===== src/rtl/rr_request_encoder_if.sv =====
// Request/response bundle for rr_request_encoder: request pulses and flush in,
// one binary index per valid/ready transfer out, plus observability signals.
interface rr_request_encoder_if #(
    parameter int INPUT_WIDTH = 8
);
    localparam int IDX_W = $clog2(INPUT_WIDTH > 1 ? INPUT_WIDTH : 2);

    logic [INPUT_WIDTH-1:0] req_i;
    logic                   flush_i;
    logic                   ready_i;
    logic                   valid_o;
    logic [IDX_W-1:0]       index_o;
    logic [INPUT_WIDTH-1:0] pending_o;
    logic                   busy_o;

    // Driven by the event sources and the consumer.
    modport master (
        output req_i,
        output flush_i,
        output ready_i,
        input  valid_o,
        input  index_o,
        input  pending_o,
        input  busy_o
    );

    // The encoder itself.
    modport slave (
        input  req_i,
        input  flush_i,
        input  ready_i,
        output valid_o,
        output index_o,
        output pending_o,
        output busy_o
    );
endinterface


===== src/rtl/rr_request_encoder.sv =====
// Collects sticky multi-hot request pulses and hands them out one binary index
// at a time, round-robin from a rotating start point, over a registered valid/ready.
module rr_request_encoder #(
    parameter int INPUT_WIDTH = 8
) (
    input  logic                 clk_i,
    input  logic                 rst_i,
    rr_request_encoder_if.slave  bus
);
    localparam int IDX_W = $clog2(INPUT_WIDTH > 1 ? INPUT_WIDTH : 2);
    localparam logic [IDX_W-1:0] LAST_IDX  = IDX_W'(INPUT_WIDTH - 1);
    localparam logic [IDX_W:0]   WIDTH_EXT = (IDX_W + 1)'(INPUT_WIDTH);

    logic [INPUT_WIDTH-1:0] pending_reg, pending_next;
    logic                   valid_reg, valid_next;
    logic [IDX_W-1:0]       index_reg, index_next;
    logic [IDX_W-1:0]       ptr_reg, ptr_next;

    logic [IDX_W-1:0]       cand [INPUT_WIDTH];
    logic [INPUT_WIDTH-1:0] hit;
    logic [IDX_W-1:0]       sel;
    logic                   sel_any;
    logic                   load;

    // Candidate gi is the line visited gi steps after ptr; the wrap is done
    // explicitly so non-power-of-two widths never search past INPUT_WIDTH-1.
    generate
        for (genvar gi = 0; gi < INPUT_WIDTH; gi++) begin : g_cand
            logic [IDX_W:0] sum;
            assign sum       = {1'b0, ptr_reg} + (IDX_W + 1)'(gi);
            assign cand[gi]  = (sum >= WIDTH_EXT) ? IDX_W'(sum - WIDTH_EXT)
                                                  : sum[IDX_W-1:0];
            assign hit[gi]   = pending_reg[cand[gi]];
        end
    endgenerate

    // Walk from the far end so the candidate nearest ptr is the one kept.
    always_comb begin
        sel     = '0;
        sel_any = 1'b0;
        for (int i = INPUT_WIDTH - 1; i >= 0; i--) begin
            if (hit[i]) begin
                sel     = cand[i];
                sel_any = 1'b1;
            end
        end
    end

    assign load = !valid_reg || bus.ready_i;

    always_comb begin
        pending_next = pending_reg;
        valid_next   = valid_reg;
        index_next   = index_reg;
        ptr_next     = ptr_reg;

        if (load) begin
            if (sel_any) begin
                index_next        = sel;
                valid_next        = 1'b1;
                pending_next[sel] = 1'b0;
                ptr_next          = (sel == LAST_IDX) ? '0 : sel + 1'b1;
            end else begin
                valid_next = 1'b0;
            end
        end

        // New pulses are merged after the serve-clear so a same-cycle set wins.
        pending_next = pending_next | bus.req_i;

        if (bus.flush_i) begin
            pending_next = '0;
            valid_next   = 1'b0;
            index_next   = '0;
            ptr_next     = '0;
        end
    end

    always_ff @(posedge clk_i) begin
        if (rst_i) begin
            pending_reg <= '0;
            valid_reg   <= 1'b0;
            index_reg   <= '0;
            ptr_reg     <= '0;
        end else begin
            pending_reg <= pending_next;
            valid_reg   <= valid_next;
            index_reg   <= index_next;
            ptr_reg     <= ptr_next;
        end
    end

    assign bus.valid_o   = valid_reg;
    assign bus.index_o   = index_reg;
    assign bus.pending_o = pending_reg;
    assign bus.busy_o    = (|pending_reg) || valid_reg;

    // Structural invariants: start point and served index stay in range, and a
    // stalled output holds still until the consumer takes it.
    a_ptr_in_range : assert property (
        @(posedge clk_i) disable iff (rst_i)
        ptr_reg <= LAST_IDX
    );

    a_index_in_range : assert property (
        @(posedge clk_i) disable iff (rst_i)
        valid_reg |-> (index_reg <= LAST_IDX)
    );

    a_hold_on_stall : assert property (
        @(posedge clk_i) disable iff (rst_i)
        (valid_reg && !bus.ready_i && !bus.flush_i) |=> (valid_reg && $stable(index_reg))
    );
endmodule


===== src/flat_wrapper.sv =====
// flat-port wrapper written by rule: the top's interface ports become plain ports
module rr_request_encoder_flat 
#(
    parameter int INPUT_WIDTH = 8
)
  (clk_i, rst_i, bus_req_i, bus_flush_i, bus_ready_i, bus_valid_o, bus_index_o, bus_pending_o, bus_busy_o);
  rr_request_encoder_if #(.INPUT_WIDTH(INPUT_WIDTH)) bus_i ();
  input  logic clk_i;
  input  logic rst_i;
  input wire logic [$bits(bus_i.req_i)-1:0] bus_req_i;
  input wire logic [$bits(bus_i.flush_i)-1:0] bus_flush_i;
  input wire logic [$bits(bus_i.ready_i)-1:0] bus_ready_i;
  output wire logic [$bits(bus_i.valid_o)-1:0] bus_valid_o;
  output wire logic [$bits(bus_i.index_o)-1:0] bus_index_o;
  output wire logic [$bits(bus_i.pending_o)-1:0] bus_pending_o;
  output wire logic [$bits(bus_i.busy_o)-1:0] bus_busy_o;
  assign bus_i.req_i = bus_req_i;
  assign bus_i.flush_i = bus_flush_i;
  assign bus_i.ready_i = bus_ready_i;
  assign bus_valid_o = bus_i.valid_o;
  assign bus_index_o = bus_i.index_o;
  assign bus_pending_o = bus_i.pending_o;
  assign bus_busy_o = bus_i.busy_o;
  rr_request_encoder #(.INPUT_WIDTH(INPUT_WIDTH)) u_core (.clk_i(clk_i), .rst_i(rst_i), .bus(bus_i));
endmodule

===== config.mk =====
export PLATFORM = sky130hd
export DESIGN_NAME = rr_request_encoder_flat
export DESIGN_NICKNAME = d
export VERILOG_FILES = /design/src/rtl/rr_request_encoder_if.sv /design/src/rtl/rr_request_encoder.sv /design/src/flat_wrapper.sv
export SDC_FILE = /design/constraint.sdc
export NUM_CORES = 1
export LEC_CHECK = 0
export ABC_AREA = 0
export ABC_CLOCK_PERIOD_IN_PS = 5500
export CORE_UTILIZATION = 53
export DETAILED_ROUTE_END_ITERATION = 10
export GPL_TIMING_DRIVEN = 0
export PLACE_DENSITY = 0.79
export SETUP_SLACK_MARGIN = 0.3
export SLEW_MARGIN = 10
export SYNTH_ARGS = -nofsm -noshare
export SYNTH_HDL_FRONTEND = slang
export SYNTH_SLANG_ARGS = --single-unit

===== constraint.sdc =====
create_clock -name clk_i -period 5.5 [get_ports clk_i]
set_clock_uncertainty 0.1 [all_clocks]
set_input_delay 1.1 -clock clk_i [delete_from_list [all_inputs] [get_ports clk_i]]
set_output_delay 1.1 -clock clk_i [all_outputs]
set_load 0.005 [all_outputs]

==> results of run 1 <==
==> through the flow <==
| step | setup slack (ns) | total power (uW) |
|---|---|---|
| after floorplan | 2.07 | 585 |
| after global placement | 1.59 | 709 |
| after detailed placement | 1.53 | 720 |
| after CTS | 1.51 | 786 |
| after global routing | 1.32 | 851 |
| final | 1.49 | 789 |
==> power breakdown <==
group	switching (uW)	total, uW	internal [uW]
clock	36.4	64.7	28.2
sequential	17.1	142	125
combinational	315	582	267
total	368	789	420
==> routing by layer <==
layer	GRT usage	up-vias	routed length (um)	share of wire
li1	-	725	-	-
met1	0.337	727	1710	0.42
met2	0.498	50	2100	0.51
met3	0.0369	11	213	0.052
met4	0.136	0	95	0.023
met5	0	-	0	0
==> worst max-delay path by stage <==
stage	start	to	slack (ns)
2_1_floorplan	u_core.ptr_reg[1]$_SDFFE_PP0P_	u_core.bus.pending_o[4]$_SDFF_PP0_	2.07
3_3_place_gp	u_core.ptr_reg[1]$_SDFFE_PP0P_	u_core.bus.pending_o[4]$_SDFF_PP0_	1.59
3_5_place_dp	u_core.ptr_reg[1]$_SDFFE_PP0P_	u_core.bus.pending_o[4]$_SDFF_PP0_	1.53
4_1_cts	u_core.ptr_reg[1]$_SDFFE_PP0P_	u_core.bus.pending_o[4]$_SDFF_PP0_	1.51
5_1_grt	u_core.ptr_reg[1]$_SDFFE_PP0P_	u_core.bus.pending_o[4]$_SDFF_PP0_	1.32
6_report	u_core.ptr_reg[1]$_SDFFE_PP0P_	u_core.bus.pending_o[4]$_SDFF_PP0_	1.49
==> layout make-up <==
cell class | instances | area share
Buffer | 12 | 0.0404
Clock buffer | 4 | 0.0139
Inverter | 11 | 0.0218
Multi-Input combinational cell | 134 | 0.617
Sequential cell | 15 | 0.159
Tap cell | 31 | 0.0205
Timing Repair Buffer | 24 | 0.127
==> tightest hold or removal path, cell delays in order, from the launching register on <==
cell and delay, ns:
dfxtp_1 0.33, mux2i_1 0.06, nor2_1 0.08
==> cells in the mapped netlist (all sizes together) (2+ instances only) <==
master,n
xnor2,4
a21oi,10
o21a,3
clkinv,2
a221oi,2
nor3,2
ha,2
o22a,2
o22ai,2
o211ai,2
a22oi,2
o21ai,14
nand2,5
and2,3
clkbuf,4
mux4,14
nand3,3
nor2b,2
dfxtp,15
a31oi,12
inv,9
nor2,15
a211oi,2
mux2i,9
a21o,2
buf,8
or2,3
nor4,2
mux2,10
==> kinds of logic after synthesis <==
group | Yosys count | share of synthesized area
buffers and inverters | 23 | 0.0742
adders and majority gates | 2 | 0.0158
AOI/OAI and AO/OA | 57 | 0.239
muxes | 33 | 0.341
DFF | 15 | 0.189
xor gates and xnor gates | 4 | 0.0221
and+or+nand+nor | 38 | 0.118
==> results.toml, run 1 <==
[power]
p_leak_uw = 0.000751
powerDensity_mw_per_mm2 = 417
max-vdd-ir-drop_v = 0.000292

[route]
drc = 0
vias = 1513
wl_per_cell_um = 17.8
drtIter0Drc = 84
wl_mm = 4.12
drt_first_pass_iters = 4
via_per_inst = 6.55
ant_nets = 0

[die]
die_h_um = 56.7
core-area_mm2 = 0.00281
rows = 19
fp.dieArea_mm2 = 0.00321
die_w_um = 56.7
initial_core_util = 0.565
io_pins = 25

[cts]
clkLatencyLatePin_ns = 0.29
htree_levels = 1
cts-hold-fix-buffers = 0
clkTransAtPathRegs_ns = 0.09
cts_setup_buffers = 0
tritoncts = "done"
clock-sinks = 15
cts_resized = 0
cts_buffers = 3
root_buffer = "clkbuf_4"
clk_path_buf_depth = 2

[placed_design]
gp_congestion = 0.907
io_buffers = 24
hpwl_mm = 3.15
dp.cells = 227
dpl_cell_area_mm2 = 0.00186

[finish]
multiInputGateArea_mm2 = 0.00117
fin_area_mm2 = 0.00189
n_antenna_cell = 0
nets = 215
regArea_um2 = 300
final_cell_mix = "24 x clkdlybuf4s50_1, 15 x nor2_1, 15 x dfxtp_1, 14 x o21ai_0, 11 x a31oi_1"
layout_commonest_cell = "clkdlybuf4s50_1"
utilization = 0.674
syn_to_final_growth_pct = 19.3
fill_cells = 237
largest_reg_flops = 8
drive_gt1_frac = 0.185
fin_cells = 231

[worst_setup_path]
reg2reg_from = "u_core.ptr_reg[1]$_SDFFE_PP0P_"
criticalPathCategory = "register to register"
cpPeakStageDelay_ns = 0.46
reg2reg_to = "u_core.bus.pending_o[4]$_SDFF_PP0_"
crit_slowest_cell = "mux4_2"
worst-path-stages = 13
critical_path.most_common_cell = "buf_2"
crit_chain = "buf_2 -> buf_2 -> clkinv_1 -> ha_1 -> buf_2 -> mux2_2 -> mux4_2 -> o22a_1 -> o221ai_1 -> nand3_1 -> a31oi_2 -> a31oi_1 -> o21a_1"
reg2reg_slack_ns = 1.49
worst-path-max-fanout = 10
endpoint_kind = "register"
timing.critical_path.required_ns = 5.59
critPathBufInv = 4
reg2regPathDepth = 13
critical_path.top_delay_family = "compound AO/OA/AOI/OAI gates"
worstPathArrival_ns = 4.10
cp-start-kind = "register"

[synthesis]
syn_area_mm2 = 0.00159
synthTopCellsByArea = "dfxtp_1 19%, mux4_2 13%, mux4_1 8.3%"
netlist.area_leader.share = 0.189
ys_seq_area_frac = 0.189
synth_ff_type = "dfxtp_1"
netlist_instances = 172
yosys_warnings = 0
synth-seq-cells = 15
ys_async_sr_fraction = 0
avgSynthCellArea_um2 = 9.22
ys_types = 44
synth_edf_count = 0
syn_nets = 186
yosysTopAreaCell = "dfxtp_1"

[grt]
grt_pass1_vias = 1526
grt_start_max_net_pins = 12
grt_antenna_before_repair = 0
grt-ovfl-total = 0
grt_pass1_wl_mm = 7.07
grt_usage = 0.283

[hold_path]
min_path_cells = 2
hold_class = "register to register"
min_from = "u_core.bus.index_o[2]$_SDFFE_PP0P_"
worstHoldEndpoint = "u_core.bus.index_o[2]$_SDFFE_PP0P_"

[outcome]
status = "finished clean"

[timing]
slew_headroom = 0.644
fin_tns_setup_ns = 0
rsz0062_at_grt = "no"
period_share = 0.729
fmax_ghz = 0.249
final-setup-viol-count = 0
finalCriticalPeriod_ns = 4.01
final_hold_viol_count = 0
worstMarginPinSlew_ns = 0.530
slew_violations = 0
worst_hold_slack_ns = 0.414

[job]
maxCapViolCount = 0
Note: power is estimated with default switching activity, not from simulation.
==> run 2, diff against run 1 <==
--- a/config.mk
+++ b/config.mk
@@ -6,11 +6,11 @@
 export NUM_CORES = 1
 export LEC_CHECK = 0
 export ABC_AREA = 0
-export ABC_CLOCK_PERIOD_IN_PS = 5500
-export CORE_UTILIZATION = 53
+export ABC_CLOCK_PERIOD_IN_PS = 3200
+export CORE_UTILIZATION = 49
 export DETAILED_ROUTE_END_ITERATION = 10
 export GPL_TIMING_DRIVEN = 0
-export PLACE_DENSITY = 0.79
+export PLACE_DENSITY = 0.77
 export SETUP_SLACK_MARGIN = 0.3
 export SLEW_MARGIN = 10
 export SYNTH_ARGS = -nofsm -noshare
==> constraint.sdc (replaced) <==
create_clock -name clk_i -period 3.2 [get_ports clk_i]
set_clock_uncertainty 0.1 [all_clocks]
set_input_delay 0.64 -clock clk_i [delete_from_list [all_inputs] [get_ports clk_i]]
set_output_delay 0.64 -clock clk_i [all_outputs]
set_load 0.005 [all_outputs]
==> run 2 against run 1 <==
Against the previous run: count of clock-buffer cells in the layout did not move; first-iteration DRC count rose by 150%; via count rose by 8.9%; utilization rose by 2.3 points; critical endpoint is now u_core.bus.pending_o[1]$_SDFF_PP0_; largest cell class unchanged; highest routed layer unchanged.
==> results.toml, run 2 (same netlist as run 1, synthesis figures left out) <==
[outcome]
status = "finished clean"

[worst_setup_path]
reg2reg_slack_ns = 0.18
reg2reg_to = "u_core.bus.pending_o[1]$_SDFF_PP0_"
timing.critical_path.required_ns = 3.27
worst-path-max-fanout = 6
reg2regPathDepth = 13
cp-start-kind = "register"
endpoint_kind = "register"
criticalPathCategory = "register to register"
worstPathArrival_ns = 3.09
reg2reg_from = "u_core.ptr_reg[0]$_SDFFE_PP0P_"

[grt]
grt_antenna_before_repair = 0
grt_pass1_vias = 1556
grt-ovfl-total = 0
grt_pass1_wl_mm = 7.48
grt_start_max_net_pins = 12
grt_usage = 0.285

[placed_design]
dp.cells = 240
hpwl_mm = 3.10
io_buffers = 24
dpl_cell_area_mm2 = 0.00194
gp_congestion = 0.894

[finish]
fill_cells = 240
drive_gt1_frac = 0.319
largest_reg_flops = 8
fin_cells = 257
regArea_um2 = 303
nets = 228
multiInputGateArea_mm2 = 0.00123
n_antenna_cell = 0
fin_area_mm2 = 0.00213
layout_commonest_cell = "clkdlybuf4s50_1"
final_cell_mix = "24 x clkdlybuf4s50_1, 14 x o21ai_0, 14 x nor2_1, 14 x buf_4, 13 x dfxtp_1"
syn_to_final_growth_pct = 34.3

[timing]
final_hold_viol_count = 0
slew_headroom = 0.575
worstMarginPinSlew_ns = 0.632
fmax_ghz = 0.331
finalCriticalPeriod_ns = 3.02
period_share = 0.944
slew_violations = 0
rsz0062_at_grt = "yes"
fin_tns_setup_ns = 0
final-setup-viol-count = 0
worst_hold_slack_ns = 0.402

[power]
powerDensity_mw_per_mm2 = 777
p_leak_uw = 0.000829
total_power_uw = 1650
max-vdd-ir-drop_v = 0.000487

[route]
drc = 0
vias = 1647
drt_first_pass_iters = 5
drtIter0Drc = 206
ant_nets = 0
wl_mm = 4.54
via_per_inst = 6.41
wl_per_cell_um = 17.7

[die]
io_pins = 25
rows = 20
die_h_um = 58.9
core-area_mm2 = 0.00305
die_w_um = 58.9
initial_core_util = 0.519
fp.dieArea_mm2 = 0.00347

[hold_path]
min_path_cells = 2
hold_class = "register to register"
min_from = "u_core.bus.index_o[2]$_SDFFE_PP0P_"
worstHoldEndpoint = "u_core.bus.index_o[2]$_SDFFE_PP0P_"

[job]
maxCapViolCount = 0

[cts]
root_buffer = "clkbuf_4"
clkLatencyLatePin_ns = 0.30
clock-sinks = 15
cts_buffers = 3
htree_levels = 1
tritoncts = "done"
clkTransAtPathRegs_ns = 0.09
clk_path_buf_depth = 2
run 2: changes by cell type in the layout (fill, tap and decap cells not counted), moves of 3 or more:
cell    previous run  this run
mux4_2             9        12
buf_2              6         2
mux4_1             5         2
buf_4              0        14
run 2: layer usage:
metal / wire length (um) / GRT usage / part of all wire
met1: 1880 / 0.373 / 0.41
met2: 2250 / 0.482 / 0.49
met4: 146 / 0.119 / 0.032
met3: 267 / 0.0286 / 0.059
met5: 0 / 0 / 0
run 2: repair_timing:
action | 4_1_cts | 5_1_grt
setup endpoints to repair | 14 | 14
resized for setup | 14 | 4
hold buffers | 0 | 0
setup buffers | 11 | 2
pin swaps | 7 | 6
cloned | 0 | 0
run 2: critical path, stage by stage, from the launching register on:
cell	delay, ns
dfxtp_2	0.34
buf_6	0.11
buf_12	0.10
clkinv_8	0.04
ha_4	0.29
buf_8	0.12
mux2_4	0.30
mux4_2	0.47
o22a_1	0.24
o221ai_2	0.18
nand3_2	0.15
a31oi_4	0.19
buf_4	0.16
a31oi_1	0.10
run 2: metrics by stage:
stage	setup slack, ns	utilization
after global placement	-0.126	0.635
after CTS	0.161	0.688
after global routing	0.0773	0.697
after floorplan	0.189	-
final	0.179	0.697
after detailed placement	-0.164	0.635
run 2: area by class of cell:
class | instances | share of cell area
Inverter | 11 | 0.0312
Sequential cell | 15 | 0.142
Clock buffer | 4 | 0.0123
Multi-Input combinational cell | 134 | 0.580
Tap cell | 44 | 0.0259
Buffer | 12 | 0.0494
Timing Repair Buffer | 37 | 0.159
run 2: power by group:
| group | total, uW | internal (uW) | switching [uW] |
|---|---|---|---|
| registers | 247 | 217 | 30.1 |
| clock network | 113 | 48.7 | 64.3 |
| logic | 1290 | 638 | 657 |
run 2: worst max-delay path by stage:
stage	endpoint	start	slack [ns]	cells after the start
global placement	u_core.bus.pending_o[4]$_SDFF_PP0_	u_core.ptr_reg[1]$_SDFFE_PP0P_	-0.13	13
finish	u_core.bus.pending_o[1]$_SDFF_PP0_	u_core.ptr_reg[0]$_SDFFE_PP0P_	0.18	13
global route	u_core.ptr_reg[2]$_SDFFE_PP0P_	u_core.ptr_reg[0]$_SDFFE_PP0P_	0.08	13
floorplan	u_core.bus.pending_o[4]$_SDFF_PP0_	u_core.ptr_reg[1]$_SDFFE_PP0P_	0.19	13
CTS	u_core.ptr_reg[2]$_SDFFE_PP0P_	u_core.ptr_reg[1]$_SDFFE_PP0P_	0.16	13
detailed placement	u_core.bus.pending_o[4]$_SDFF_PP0_	u_core.ptr_reg[1]$_SDFFE_PP0P_	-0.16	13
